## src/rtl/word_packer_pkg.sv

```systemverilog
// word_packer_pkg: shared state encoding, default widths and sizing helper
// for the byte-to-word packer that feeds the write side of a dual-clock FIFO.
package word_packer_pkg;

    localparam int unsigned DATA_WIDTH_DEF = 32;
    localparam int unsigned LEN_BITS_DEF   = 16;

    typedef enum logic [1:0] {
        ST_IDLE    = 2'd0,
        ST_COLLECT = 2'd1,
        ST_WRITE   = 2'd2,
        ST_DONE    = 2'd3
    } state_t;

    // Byte-lane index width; a one-byte word still needs a 1-bit index.
    function automatic int unsigned idx_width(input int unsigned data_width);
        return (data_width / 8 > 1) ? $clog2(data_width / 8) : 1;
    endfunction

endpackage

```

## src/rtl/word_packer_if.sv

```systemverilog
// word_packer_if: bundles the packer's control, upstream byte stream and
// downstream FIFO write-side signals.
//   master : environment side (drives start/block_size/bytes/fifo_full)
//   slave  : packer side (drives byte_ready/fifo_data/fifo_write_enable/busy/done)
interface word_packer_if
    import word_packer_pkg::*;
#(
    parameter int unsigned DATA_WIDTH = DATA_WIDTH_DEF,
    parameter int unsigned LEN_BITS   = LEN_BITS_DEF
);

    logic                  start;
    logic [LEN_BITS-1:0]   block_size;
    logic [7:0]            byte_in;
    logic                  byte_valid;
    logic                  byte_ready;
    logic                  fifo_full;
    logic [DATA_WIDTH-1:0] fifo_data;
    logic                  fifo_write_enable;
    logic                  busy;
    logic                  done;

    modport master (
        output start, block_size, byte_in, byte_valid, fifo_full,
        input  byte_ready, fifo_data, fifo_write_enable, busy, done
    );

    modport slave (
        input  start, block_size, byte_in, byte_valid, fifo_full,
        output byte_ready, fifo_data, fifo_write_enable, busy, done
    );

endinterface

```

## src/rtl/word_packer.sv

```systemverilog
// word_packer: collects a block of block_size bytes (first byte in the LSBs)
// into DATA_WIDTH-bit words and writes each word once into a dual-clock FIFO,
// zero-padding a partial final word and pulsing done at the end.
//   write_clock : FIFO write-side clock, rising edge
//   reset       : asynchronous, active-high
//   bus         : word_packer_if.slave (start/block_size, byte stream,
//                 FIFO write port, busy/done status)
module word_packer
    import word_packer_pkg::*;
#(
    parameter int unsigned DATA_WIDTH = DATA_WIDTH_DEF,
    parameter int unsigned LEN_BITS   = LEN_BITS_DEF
)
(
    input  logic          write_clock,
    input  logic          reset,
    word_packer_if.slave  bus
);

    localparam int unsigned BPW   = DATA_WIDTH / 8;
    localparam int unsigned IDX_W = idx_width(DATA_WIDTH);

    state_t                state, state_next;
    logic [DATA_WIDTH-1:0] word, word_next;
    logic [IDX_W-1:0]      idx, idx_next;
    logic [LEN_BITS-1:0]   remaining, remaining_next;

    // State and datapath registers.
    always_ff @(posedge write_clock or posedge reset) begin
        if (reset) begin
            state     <= ST_IDLE;
            word      <= '0;
            idx       <= '0;
            remaining <= '0;
        end else begin
            state     <= state_next;
            word      <= word_next;
            idx       <= idx_next;
            remaining <= remaining_next;
        end
    end

    // Next-state, datapath updates and state-decoded outputs.
    always_comb begin
        state_next            = state;
        word_next             = word;
        idx_next              = idx;
        remaining_next        = remaining;
        bus.byte_ready        = 1'b0;
        bus.fifo_write_enable = 1'b0;
        bus.busy              = (state != ST_IDLE);
        bus.done              = 1'b0;

        unique case (state)
            ST_IDLE: begin
                if (bus.start) begin
                    if (bus.block_size != '0) begin
                        remaining_next = bus.block_size;
                        idx_next       = '0;
                        word_next      = '0;
                        state_next     = ST_COLLECT;
                    end else begin
                        state_next = ST_DONE;
                    end
                end
            end

            ST_COLLECT: begin
                bus.byte_ready = 1'b1;
                if (bus.byte_valid) begin
                    // Word was cleared on entry, so unfilled lanes stay zero.
                    word_next[{idx, 3'b000} +: 8] = bus.byte_in;
                    idx_next       = idx + IDX_W'(1);
                    remaining_next = remaining - LEN_BITS'(1);
                    if (idx == IDX_W'(BPW - 1) || remaining == LEN_BITS'(1)) begin
                        state_next = ST_WRITE;
                    end
                end
            end

            ST_WRITE: begin
                // Strobe follows fifo_full combinationally; a full FIFO freezes everything.
                bus.fifo_write_enable = ~bus.fifo_full;
                if (!bus.fifo_full) begin
                    if (remaining == '0) begin
                        state_next = ST_DONE;
                    end else begin
                        word_next  = '0;
                        idx_next   = '0;
                        state_next = ST_COLLECT;
                    end
                end
            end

            ST_DONE: begin
                bus.done   = 1'b1;
                state_next = ST_IDLE;
            end

            default: state_next = ST_IDLE;
        endcase
    end

    assign bus.fifo_data = word;

endmodule

```

## src/flat_wrapper.sv

```systemverilog
// flat-port wrapper written by rule: the top's interface ports become plain ports
module word_packer_flat import word_packer_pkg::*;
#(
    parameter int unsigned DATA_WIDTH = DATA_WIDTH_DEF,
    parameter int unsigned LEN_BITS   = LEN_BITS_DEF
)
  (write_clock, reset, bus_start, bus_block_size, bus_byte_in, bus_byte_valid, bus_fifo_full, bus_byte_ready, bus_fifo_data, bus_fifo_write_enable, bus_busy, bus_done);
  word_packer_if #(.DATA_WIDTH(DATA_WIDTH), .LEN_BITS(LEN_BITS)) bus_i ();
  input  logic write_clock;
  input  logic reset;
  input wire logic [$bits(bus_i.start)-1:0] bus_start;
  input wire logic [$bits(bus_i.block_size)-1:0] bus_block_size;
  input wire logic [$bits(bus_i.byte_in)-1:0] bus_byte_in;
  input wire logic [$bits(bus_i.byte_valid)-1:0] bus_byte_valid;
  input wire logic [$bits(bus_i.fifo_full)-1:0] bus_fifo_full;
  output wire logic [$bits(bus_i.byte_ready)-1:0] bus_byte_ready;
  output wire logic [$bits(bus_i.fifo_data)-1:0] bus_fifo_data;
  output wire logic [$bits(bus_i.fifo_write_enable)-1:0] bus_fifo_write_enable;
  output wire logic [$bits(bus_i.busy)-1:0] bus_busy;
  output wire logic [$bits(bus_i.done)-1:0] bus_done;
  assign bus_i.start = bus_start;
  assign bus_i.block_size = bus_block_size;
  assign bus_i.byte_in = bus_byte_in;
  assign bus_i.byte_valid = bus_byte_valid;
  assign bus_i.fifo_full = bus_fifo_full;
  assign bus_byte_ready = bus_i.byte_ready;
  assign bus_fifo_data = bus_i.fifo_data;
  assign bus_fifo_write_enable = bus_i.fifo_write_enable;
  assign bus_busy = bus_i.busy;
  assign bus_done = bus_i.done;
  word_packer #(.DATA_WIDTH(DATA_WIDTH), .LEN_BITS(LEN_BITS)) u_core (.write_clock(write_clock), .reset(reset), .bus(bus_i));
endmodule
```

## config.mk

```make
export PLATFORM = sky130hd
export DESIGN_NAME = word_packer_flat
export DESIGN_NICKNAME = d
export VERILOG_FILES = /design/src/rtl/word_packer_pkg.sv /design/src/rtl/word_packer_if.sv /design/src/rtl/word_packer.sv /design/src/flat_wrapper.sv
export SDC_FILE = /design/constraint.sdc
export NUM_CORES = 1
export LEC_CHECK = 0
export CAP_MARGIN = 20
export CORE_ASPECT_RATIO = 1.75
export CORE_UTILIZATION = 45
export CTS_CLUSTER_DIAMETER = 60
export DETAILED_ROUTE_END_ITERATION = 7
export PLACE_DENSITY = 0.76
export SETUP_SLACK_MARGIN = 0.5
export SYNTH_ARGS = -nofsm -noshare
export SYNTH_HDL_FRONTEND = slang
export SYNTH_SLANG_ARGS = --single-unit
```

## constraint.sdc

```tcl
create_clock -name write_clock -period 2.05 [get_ports write_clock]
set_input_delay 0.41 -clock write_clock [delete_from_list [all_inputs] [get_ports write_clock]]
set_output_delay 0.41 -clock write_clock [all_outputs]
set_load 0.005 [all_outputs]
```

=== Yosys cells after proc, flatten, opt, wreduce, memory -nomap -nowiden ===
Index checks and enable logic that the tools add are counted.
Widths: inputs -> output; s select.

* Output and inout port bits: 36
* Flip-flop bits (word level): 52
* Word-level logic and storage cells: 58

* Eq/ne operators: 11
* Shift-type cells: 2
* Add/sub/neg operators: 3
* Reduce and logical (&&, ||, !) cells: 10
* Muxes and demuxes: 27
* Bitwise logic cells: 1

{| class="wikitable"
|+ Operators with widths
! operator !! number
|-
| $mux 32 || 5
|-
| $pmux 32 s3 || 1
|-
| $mux 16 || 3
|-
| $bwmux 32 || 1
|-
| $pmux 16 s2 || 1
|-
| $shift 8x7->32 const A || 1
|-
| $shiftx 8x7->32 || 1
|-
| $mux 2 || 11
|-
| $eq 16x1->1 const B || 1
|-
| $logic_not 16->1 || 1
|-
| $reduce_bool 16->1 || 1
|-
| $sub 16x1->16 const B || 1
|-
| $ne 2x2->1 const B || 4
|-
| $pmux 2 s4 || 1
|-
| $reduce_and 4->1 || 2
|-
| $neg 5->7 || 1
|-
| $eq 2x2->1 const B || 3
|-
| $pmux 2 s3 || 1
|-
| $reduce_and 6->1 || 1
|-
| $ne 2x1->1 const B || 2
|-
| $reduce_bool 2->1 || 2
|-
| $mux 1 || 3
|-
| $reduce_bool 3->1 || 1
|-
| $add 2x1->2 const B || 1
|-
| other kinds (4) || 4
|}

=== Logic depth before layout (Yosys ltp) ===
Gate-level depths: netlist of run 1.

* Depth after elaboration: 5
* Mapped depth: 9
* Mapped depth without buffers: 8

=== Worst setup path after synthesis of run 1 ===
No wires, ideal clock.

* Kind: register to register
* From: register u_core.remaining[4]
* To: register u_core.word[0], in the netlist u_core.bus.fifo_data[0]
* Arrival: 1.930 ns
* Cell stages (with the launch flop): 8
* Clock period less this slack: 2.009 ns
* Data required time: 1.971 ns
* Path buffers: 1
* Setup slack: 0.041 ns
* Cells stage by stage: dfrtp_1 or4_4 nor4_4 and3_4 nor2_4 nand4b_2 buf_12 mux2i_1

* Word-level cells in the longest chain between the ends: 3

{| class="wikitable"
|+ RTL lines
! item !! RTL line !! text
|-
| start: declaration || word_packer.sv:26 || <nowiki>logic [LEN_BITS-1:0] remaining, remaining_next;</nowiki>
|-
| start signal: assignment || word_packer.sv:39 || <nowiki>remaining <= remaining_next;</nowiki>
|-
| $logic_not 16->1 || word_packer.sv:85 || <nowiki>if (remaining == '0) begin</nowiki>
|-
| $ne 2x2->1 (no source line) || -- ||
|-
| $reduce_and 6->1 (no source line) || -- ||
|-
| end signal: assignment || word_packer.sv:37 || <nowiki>word <= word_next;</nowiki>
|-
| end: declaration || word_packer.sv:24 || <nowiki>logic [DATA_WIDTH-1:0] word, word_next;</nowiki>
|}

Every way passes these cells.
A chain may end at the register's enable or synchronous reset.

=== Worst setup path in the final report of run 1 ===
* From: register u_core.remaining[4]
* To: register u_core.word[22], in the netlist u_core.bus.fifo_data[22]

Same word-level chain as after synthesis.

==> results of run 1 <==
-- final cells by class --
| cell class | instances | area share, % |
|---|---|---|
| Inverter | 42 | 3.40 |
| Clock inverter | 2 | 0.727 |
| Clock buffer | 6 | 1.51 |
| Multi-Input combinational cell | 211 | 34.3 |
| Timing Repair Buffer | 167 | 30.9 |
| Tap cell | 80 | 2.08 |
| Sequential cell | 52 | 27.0 |
-- power breakdown --
| part | internal (mW) | switching [mW] | leakage [nW] | total, mW |
|---|---|---|---|---|
| Clock | 0.363 | 0.342 | 0.0552 | 0.705 |
| Sequential | 1.29 | 0.168 | 0.677 | 1.46 |
| Combinational | 1.88 | 1.92 | 1.61 | 3.80 |
-- cell usage in the layout (no fill, tap or decap), types with 3 or more instances in the layout --
cell and n:
nand3_1 17, inv_1 36, a22oi_1 3, clkdlybuf4s50_1 13, ha_1 5, o21ai_0 5, inv_2 4, nor3_1 4
nor2_4 5, o21ai_1 11, dlymetal6s2s_1 4, a21oi_1 17, o22ai_1 4, nand3_2 6, buf_6 27, o21ai_2 18
dlygate4sd2_1 43, nor4_4 4, nand2_2 3, dfrtp_1 50, buf_2 3, buf_12 3, mux2i_1 18, a21oi_2 5
nor2_1 20, clkbuf_8 5, nand2_1 26, nor2_2 4, nand2_4 3, buf_4 74
-- timing repair --
item                       CTS  global route
setup endpoints to repair   88            56
cloned                       1             1
pin swaps                   14            19
gates resized for setup    130            52
buffers inserted            28             6
-- stage by stage --
step	utilization [%]	setup TNS [ns]	hold slack (ns)	instance area (um2)	setup WS (ns)
after floorplan	-	0	0.465	2880	0.0425
after detailed placement	65.9	-18.05	0.506	4040	-0.507
final	78.6	-0.685	0.460	4820	-0.0526
after global placement	65.9	-14.23	0.506	4040	-0.450
after CTS	74.8	0	0.468	4590	0.0390
after global routing	78.6	-2.74	0.503	4820	-0.121
-- logic make-up after synthesis --
group | count (synthesis) | synth area share (%)
buffers and inverters | 55 | 8.95
adder cells (fa/ha/maj) | 6 | 2.63
flip-flops | 52 | 45.6
XOR/XNOR | 1 | 0.307
multiplexers | 19 | 6.67
AND/OR/NAND/NOR | 114 | 21.6
AO/OA/AOI/OAI | 71 | 14.2
-- worst paths after layout --
check,to,slack [ns],cells past startpoint
setup reg to reg,u_core.bus.fifo_data[22]$_DFFE_PP0P_,-0.05,8
max in group asynchronous,u_core.state[1]$_DFFE_PP0P_,1.11,3
hold / removal,u_core.bus.fifo_data[14]$_DFFE_PP0P_,0.46,2
hold reg to reg,u_core.bus.fifo_data[27]$_DFFE_PP0P_,0.52,2
min in group write_clock,u_core.remaining[9]$_DFFE_PP0P_,0.51,3
setup / recovery,u_core.bus.fifo_data[22]$_DFFE_PP0P_,-0.05,8
-- layer usage --
layer / GRT usage (%) / routed length (um) / vias up
met1: 26.5 / 3360 / 1481
met3: 4.45 / 369 / 36
li1: - / - / 1410
met4: 18.1 / 470 / 0
met2: 55.3 / 5810 / 135
met5: 0 / 0 / -
-- critical path, cell delays in order (launching register included) --
cell and delay, ns:
dfrtp_1 0.38, or4_4 0.58, nor4_4 0.21, and3_4 0.28, buf_6 0.12, nor4b_4 0.05, buf_6 0.16, buf_6 0.12
o21ai_2 0.12
-- registers in the layout, indices dropped and copies added, names as in the netlist --
register,flops
u_core.bus.fifo_data,32
u_core.state,2
u_core.remaining,16
u_core.idx,2
-- synth_stat cells (2+ instances only) --
library cell   n
a21oi_1       22
a22oi_1        3
and4_1         2
buf_1          3
buf_12         2
buf_6          2
clkbuf_1       5
dfrtp_1       52
ha_1           6
inv_1         42
mux2i_1       19
nand2_1       32
nand2b_1       2
nand3_1       23
nand4b_1       2
nand4b_2       2
nor2_1        28
nor3_1         7
nor4_1         5
nor4b_2        3
o21ai_0       17
o21ai_1       17
o22ai_1        4
==> impl_metrics.xml, run 1 <==
<?xml version="1.0" encoding="UTF-8"?>
<metrics>
  <group name="placed_design">
    <metric name="detailed_placement_hpwl" unit="um">6170</metric>
    <metric name="dp_cells" unit="">516</metric>
    <metric name="globalplace.congestion" unit="">0.933</metric>
    <metric name="count_of_port_buffers_added_during_placement" unit="">64</metric>
  </group>
  <group name="cts">
    <metric name="cts_buffers" unit="">5</metric>
    <metric name="cts_tree" unit="">built</metric>
    <metric name="ctsHoldBuffers" unit="">0</metric>
    <metric name="cts.root.buffer_cell" unit="">clkbuf_8</metric>
    <metric name="clkTransAtPathRegs" unit="ns">0.09</metric>
    <metric name="h-tree-depth" unit="">2</metric>
    <metric name="cts-root-to-sink-buffers" unit="">2</metric>
    <metric name="clk_latency" unit="ns">0.32</metric>
    <metric name="cts.sinks" unit="">52</metric>
  </group>
  <group name="logic_synthesis">
    <metric name="part_of_the_yosys_area_used_for_sequential_elements" unit="%">45.6</metric>
    <metric name="ys_top_cells_by_area" unit="">dfrtp_1 (46%), mux2i_1 (6.7%), inv_1 (5.5%)</metric>
    <metric name="yosys_most_used_dff" unit="">dfrtp_1</metric>
    <metric name="fraction_of_registers_with_async_set_reset" unit="%">100</metric>
    <metric name="postSynthRegisterBits" unit="">52</metric>
    <metric name="synth.cell_area" unit="um2">2850</metric>
    <metric name="synth_fp_nets" unit="">353</metric>
    <metric name="synthCells" unit="">318</metric>
    <metric name="synth_cell_types" unit="">41</metric>
    <metric name="netlist.area_leader.share" unit="%">45.6</metric>
    <metric name="synth_area_leader_cell" unit="">dfrtp_1</metric>
    <metric name="number_of_enable_flip_flop_cells_after_synthesis" unit="">0</metric>
    <metric name="postSynthAreaPerCell" unit="um2">8.97</metric>
    <metric name="ys_warn_count" unit="">0</metric>
  </group>
  <group name="power">
    <metric name="vdd_ir_drop_max" unit="uV">703</metric>
    <metric name="power_dens_cells" unit="nW/um2">1240</metric>
    <metric name="design_power_total" unit="mW">5.96</metric>
    <metric name="power.leakage" unit="nW">2.35</metric>
  </group>
  <group name="timing">
    <metric name="postLayoutSetupSlackWorst" unit="ns">-0.0526</metric>
    <metric name="fmax" unit="MHz">476</metric>
    <metric name="max_slew_margin" unit="%">67.4</metric>
    <metric name="timing_worst_slew_pin_value" unit="ns">0.488</metric>
    <metric name="skew" unit="ns">0.00757</metric>
    <metric name="setup_viol" unit="">28</metric>
    <metric name="grt_setup_unrepaired" unit="">yes</metric>
    <metric name="final_max_slew_viol_count" unit="">0</metric>
    <metric name="final-hold-violation-count" unit="">0</metric>
    <metric name="tcrit_tclk_final" unit="%">103</metric>
    <metric name="layout_min_cycle_time" unit="ns">2.10</metric>
  </group>
  <group name="critical_path">
    <metric name="worst_ep_required_time" unit="ns">2.29</metric>
    <metric name="timing.critical_path.to_type" unit="">register</metric>
    <metric name="worst_setup_path_startpoint" unit="">u_core.remaining[4]$_DFFE_PP0P_</metric>
    <metric name="worstPathMaxFanout" unit="">6</metric>
    <metric name="rr_startpoint" unit="">u_core.remaining[4]$_DFFE_PP0P_</metric>
    <metric name="criticalPathCategory" unit="">reg -&gt; reg</metric>
    <metric name="worst-endpoint-arrival" unit="ns">2.34</metric>
    <metric name="startpoint_type" unit="">register</metric>
  </group>
  <group name="global_routing">
    <metric name="grt_start_max_net_pins" unit="">25</metric>
    <metric name="grt_pass1_wl" unit="um">14400</metric>
    <metric name="global_route.usage.total" unit="%">28.2</metric>
    <metric name="number_of_global_route_vias_before_repair" unit="">3105</metric>
    <metric name="grt-ovfl-total" unit="">0</metric>
    <metric name="grt_antenna_before_repair" unit="">0</metric>
  </group>
  <group name="routing">
    <metric name="drt-pass1-iter-count" unit="">4</metric>
    <metric name="average_routed_wire_per_standard_cell" unit="um">17.9</metric>
    <metric name="wirelength" unit="um">10000</metric>
    <metric name="post_drt_via_cell_ratio" unit="">5.47</metric>
    <metric name="drtAntennaViolNets" unit="">0</metric>
    <metric name="number_of_remaining_drc_errors" unit="">0</metric>
    <metric name="routed-via-count" unit="">3062</metric>
    <metric name="detail_route.iter0.violations" unit="">161</metric>
  </group>
  <group name="finish">
    <metric name="multi_input_area" unit="um2">1650</metric>
    <metric name="design.final.nets" unit="">514</metric>
    <metric name="finalNonFillerCells" unit="">560</metric>
    <metric name="syn2layout_area_growth" unit="%">69.1</metric>
    <metric name="area.sequential" unit="um2">1300</metric>
    <metric name="fillers" unit="">389</metric>
    <metric name="antenna-diode-count" unit="">0</metric>
    <metric name="post_route_cells_drive_above_1_share" unit="%">39.6</metric>
  </group>
  <group name="die">
    <metric name="std_cell_rows" unit="">38</metric>
    <metric name="core-area" unit="um2">6130</metric>
    <metric name="die_area" unit="um2">6670</metric>
    <metric name="die_h" unit="um">107</metric>
    <metric name="pin_count" unit="">65</metric>
    <metric name="floorplan.die.width" unit="um">62.2</metric>
    <metric name="initial_utilization" unit="%">46.5</metric>
  </group>
  <group name="run_status">
    <metric name="outcome" unit="">finished, violations left</metric>
    <metric name="violations" unit="">setup timing</metric>
  </group>
  <group name="job">
    <metric name="max_cap_viol_count" unit="">0</metric>
  </group>
  <group name="min_path">
    <metric name="worst_hold_path_type" unit="">in -&gt; async</metric>
  </group>
</metrics>
Power figures use the tool's default switching activity.
==> run 2, diff against run 1 <==
- SLEW_MARGIN: unset -> 20
==> results of run 2 <==
No change in the layout: final DEF, timing and power equal those of run 1.
==> run 3, diff against run 2 <==
- SKIP_LAST_GASP: unset -> 1
==> impl_metrics.xml, run 3 (same netlist as run 1, synthesis figures left out) <==
<?xml version="1.0" encoding="UTF-8"?>
<metrics>
  <group name="critical_path">
    <metric name="timing.critical_path.to_type" unit="">register</metric>
    <metric name="reg2reg_to" unit="">u_core.bus.fifo_data[7]$_DFFE_PP0P_</metric>
    <metric name="worstPathMaxFanout" unit="">8</metric>
    <metric name="rr_worst_depth" unit="">7</metric>
    <metric name="startpoint_type" unit="">register</metric>
    <metric name="rr_startpoint" unit="">u_core.remaining[4]$_DFFE_PP0P_</metric>
    <metric name="worst-endpoint-arrival" unit="ns">2.32</metric>
    <metric name="setup.reg_to_reg.worst_slack" unit="ns">-0.04</metric>
    <metric name="worst_ep_required_time" unit="ns">2.29</metric>
    <metric name="criticalPathCategory" unit="">reg -&gt; reg</metric>
  </group>
  <group name="timing">
    <metric name="postLayoutSetupSlackWorst" unit="ns">-0.0354</metric>
    <metric name="skew" unit="ns">0.00569</metric>
    <metric name="timing_worst_slew_pin_value" unit="ns">0.489</metric>
    <metric name="max_slew_margin" unit="%">67.3</metric>
    <metric name="timing.hold.ws" unit="ns">0.456</metric>
    <metric name="totalNegativeSetupSlack" unit="ns">-0.183</metric>
    <metric name="setup_viol" unit="">12</metric>
    <metric name="layout_min_cycle_time" unit="ns">2.09</metric>
    <metric name="final-hold-violation-count" unit="">0</metric>
    <metric name="tcrit_tclk_final" unit="%">102</metric>
    <metric name="final_max_slew_viol_count" unit="">0</metric>
    <metric name="grt_setup_unrepaired" unit="">yes</metric>
    <metric name="fmax" unit="MHz">480</metric>
  </group>
  <group name="cts">
    <metric name="cts-root-to-sink-buffers" unit="">2</metric>
    <metric name="cts_tree" unit="">built</metric>
    <metric name="cts.root.buffer_cell" unit="">clkbuf_8</metric>
    <metric name="clk_latency" unit="ns">0.32</metric>
    <metric name="cts.sinks" unit="">52</metric>
    <metric name="cts_buffers" unit="">5</metric>
    <metric name="h-tree-depth" unit="">2</metric>
    <metric name="clkTransAtPathRegs" unit="ns">0.09</metric>
  </group>
  <group name="job">
    <metric name="max_cap_viol_count" unit="">0</metric>
  </group>
  <group name="run_status">
    <metric name="outcome" unit="">finished, violations left</metric>
    <metric name="violations" unit="">setup timing</metric>
  </group>
  <group name="routing">
    <metric name="wirelength" unit="um">9880</metric>
    <metric name="average_routed_wire_per_standard_cell" unit="um">17.6</metric>
    <metric name="drt-pass1-iter-count" unit="">4</metric>
    <metric name="detail_route.iter0.violations" unit="">152</metric>
    <metric name="routed-via-count" unit="">3047</metric>
    <metric name="number_of_remaining_drc_errors" unit="">0</metric>
    <metric name="post_drt_via_cell_ratio" unit="">5.44</metric>
    <metric name="drtAntennaViolNets" unit="">0</metric>
  </group>
  <group name="min_path">
    <metric name="worst_hold_path_type" unit="">in -&gt; async</metric>
  </group>
  <group name="global_routing">
    <metric name="grt_antenna_before_repair" unit="">0</metric>
    <metric name="number_of_global_route_vias_before_repair" unit="">3105</metric>
    <metric name="grt_start_max_net_pins" unit="">25</metric>
    <metric name="global_route.peak_usage_layer" unit="">met2</metric>
    <metric name="grt_pass1_wl" unit="um">14400</metric>
    <metric name="grt-ovfl-total" unit="">0</metric>
    <metric name="global_route.usage.total" unit="%">28.2</metric>
    <metric name="gr-usage-met2" unit="%">55.3</metric>
    <metric name="global_route.usage.met1" unit="%">26.5</metric>
    <metric name="use_met3" unit="%">4.45</metric>
  </group>
  <group name="die">
    <metric name="std_cell_rows" unit="">38</metric>
    <metric name="pin_count" unit="">65</metric>
    <metric name="initial_utilization" unit="%">46.5</metric>
    <metric name="core-area" unit="um2">6130</metric>
    <metric name="die_area" unit="um2">6670</metric>
    <metric name="die_h" unit="um">107</metric>
    <metric name="floorplan.die.width" unit="um">62.2</metric>
  </group>
  <group name="finish">
    <metric name="final_cell_mix" unit="">buf_4 (75), dfrtp_1 (50), dlygate4sd2_1 (43)</metric>
    <metric name="antenna-diode-count" unit="">0</metric>
    <metric name="largest_register_ffs" unit="">32</metric>
    <metric name="layout_commonest_cell" unit="">buf_4</metric>
    <metric name="syn2layout_area_growth" unit="%">68.3</metric>
    <metric name="design.final.nets" unit="">514</metric>
    <metric name="post_route_cells_drive_above_1_share" unit="%">39.0</metric>
  </group>
  <group name="power">
    <metric name="power.switching" unit="mW">2.41</metric>
    <metric name="power_dens_cells" unit="nW/um2">1240</metric>
    <metric name="combPwrFrac" unit="%">63.6</metric>
    <metric name="vdd_ir_drop_max" unit="uV">713</metric>
    <metric name="power.leakage" unit="nW">2.34</metric>
    <metric name="netSwitchingFraction" unit="%">40.7</metric>
    <metric name="p_seq_share" unit="%">24.5</metric>
    <metric name="design_power_total" unit="mW">5.93</metric>
    <metric name="share_clk_of_total_power" unit="%">11.9</metric>
    <metric name="internal-power" unit="mW">3.52</metric>
  </group>
  <group name="placed_design">
    <metric name="dp_worst_setup_slack" unit="ns">-0.507</metric>
    <metric name="detailed_placement_hpwl" unit="um">6170</metric>
    <metric name="count_of_port_buffers_added_during_placement" unit="">64</metric>
    <metric name="globalplace.congestion" unit="">0.933</metric>
  </group>
</metrics>
==> run 3: changes by cell type in the layout (fill, tap and decap cells not counted) <==
cell     change
buf_4        +1
o21ai_2      -1
inv_1        +1
o21ai_1      +1
nand2_1      +1
inv_2        -1
buf_2        +1
nand2_4      -1
buf_6        -2
==> run 3: layout make-up <==
cell class	count	area, um2
well taps	80	100
multi-input cells	211	1640
clock inverters	2	35.0
repair buffers	167	1480
clock buffers	6	72.6
flip-flops and latches	52	1300
inverters	42	164
fillers	400	1330
==> run 3: through the flow <==
stage | utilization [%] | std cells | cell area, um2
after floorplan | - | 318 | 2880
after global routing | 78.3 | 560 | 4800
after CTS | 74.8 | 553 | 4590
after detailed placement | 65.9 | 516 | 4040
final | 78.3 | 560 | 4800
after global placement | 65.9 | 516 | 4040
==> run 3: worst max-delay path by stage <==
stage,startpoint,to,slack (ns),cells past startpoint
after detailed placement,bus_block_size[5],u_core.bus.fifo_data[15]$_DFFE_PP0P_,-0.51,7
after global placement,bus_block_size[13],u_core.bus.fifo_data[14]$_DFFE_PP0P_,-0.45,7
after global routing,u_core.remaining[4]$_DFFE_PP0P_,u_core.bus.fifo_data[7]$_DFFE_PP0P_,-0.13,7
after floorplan,u_core.remaining[0]$_DFFE_PP0P_,u_core.bus.fifo_data[14]$_DFFE_PP0P_,0.04,9
final,u_core.remaining[4]$_DFFE_PP0P_,u_core.bus.fifo_data[7]$_DFFE_PP0P_,-0.04,7
after CTS,u_core.remaining[4]$_DFFE_PP0P_,u_core.bus.fifo_data[7]$_DFFE_PP0P_,0.04,7
==> run 3: metal layers <==
metal | vias to the layer above | wire length (um)
li1 | 1413 | -
met1 | 1485 | 3310
met2 | 121 | 5710
met3 | 28 | 423
met4 | 0 | 444
met5 | - | 0
==> run 3: timing repair <==
item	CTS	global route
gates cloned	1	1
hold buffers	0	0
setup endpoints to repair	88	56
gates resized for setup	130	46
pin swaps	14	17
buffers inserted	28	6
==> run 3: power by group through the flow <==
stage	clock network (mW)	logic (mW)	registers [mW]
after global routing	0.749	3.99	1.48
after CTS	0.713	3.37	1.44
after floorplan	0	1.53	1.52
after detailed placement	0	2.76	1.49
after global placement	0	2.69	1.48
final	0.704	3.77	1.46
==> run 3: worst max-delay path: stages, from the launching register on <==
cell and delay [ns]:
dfrtp_1 0.38, or4_4 0.58, nor4_4 0.20, and3_4 0.27, buf_6 0.11, nor2_4 0.05
nand4b_4 0.17, mux2i_1 0.23
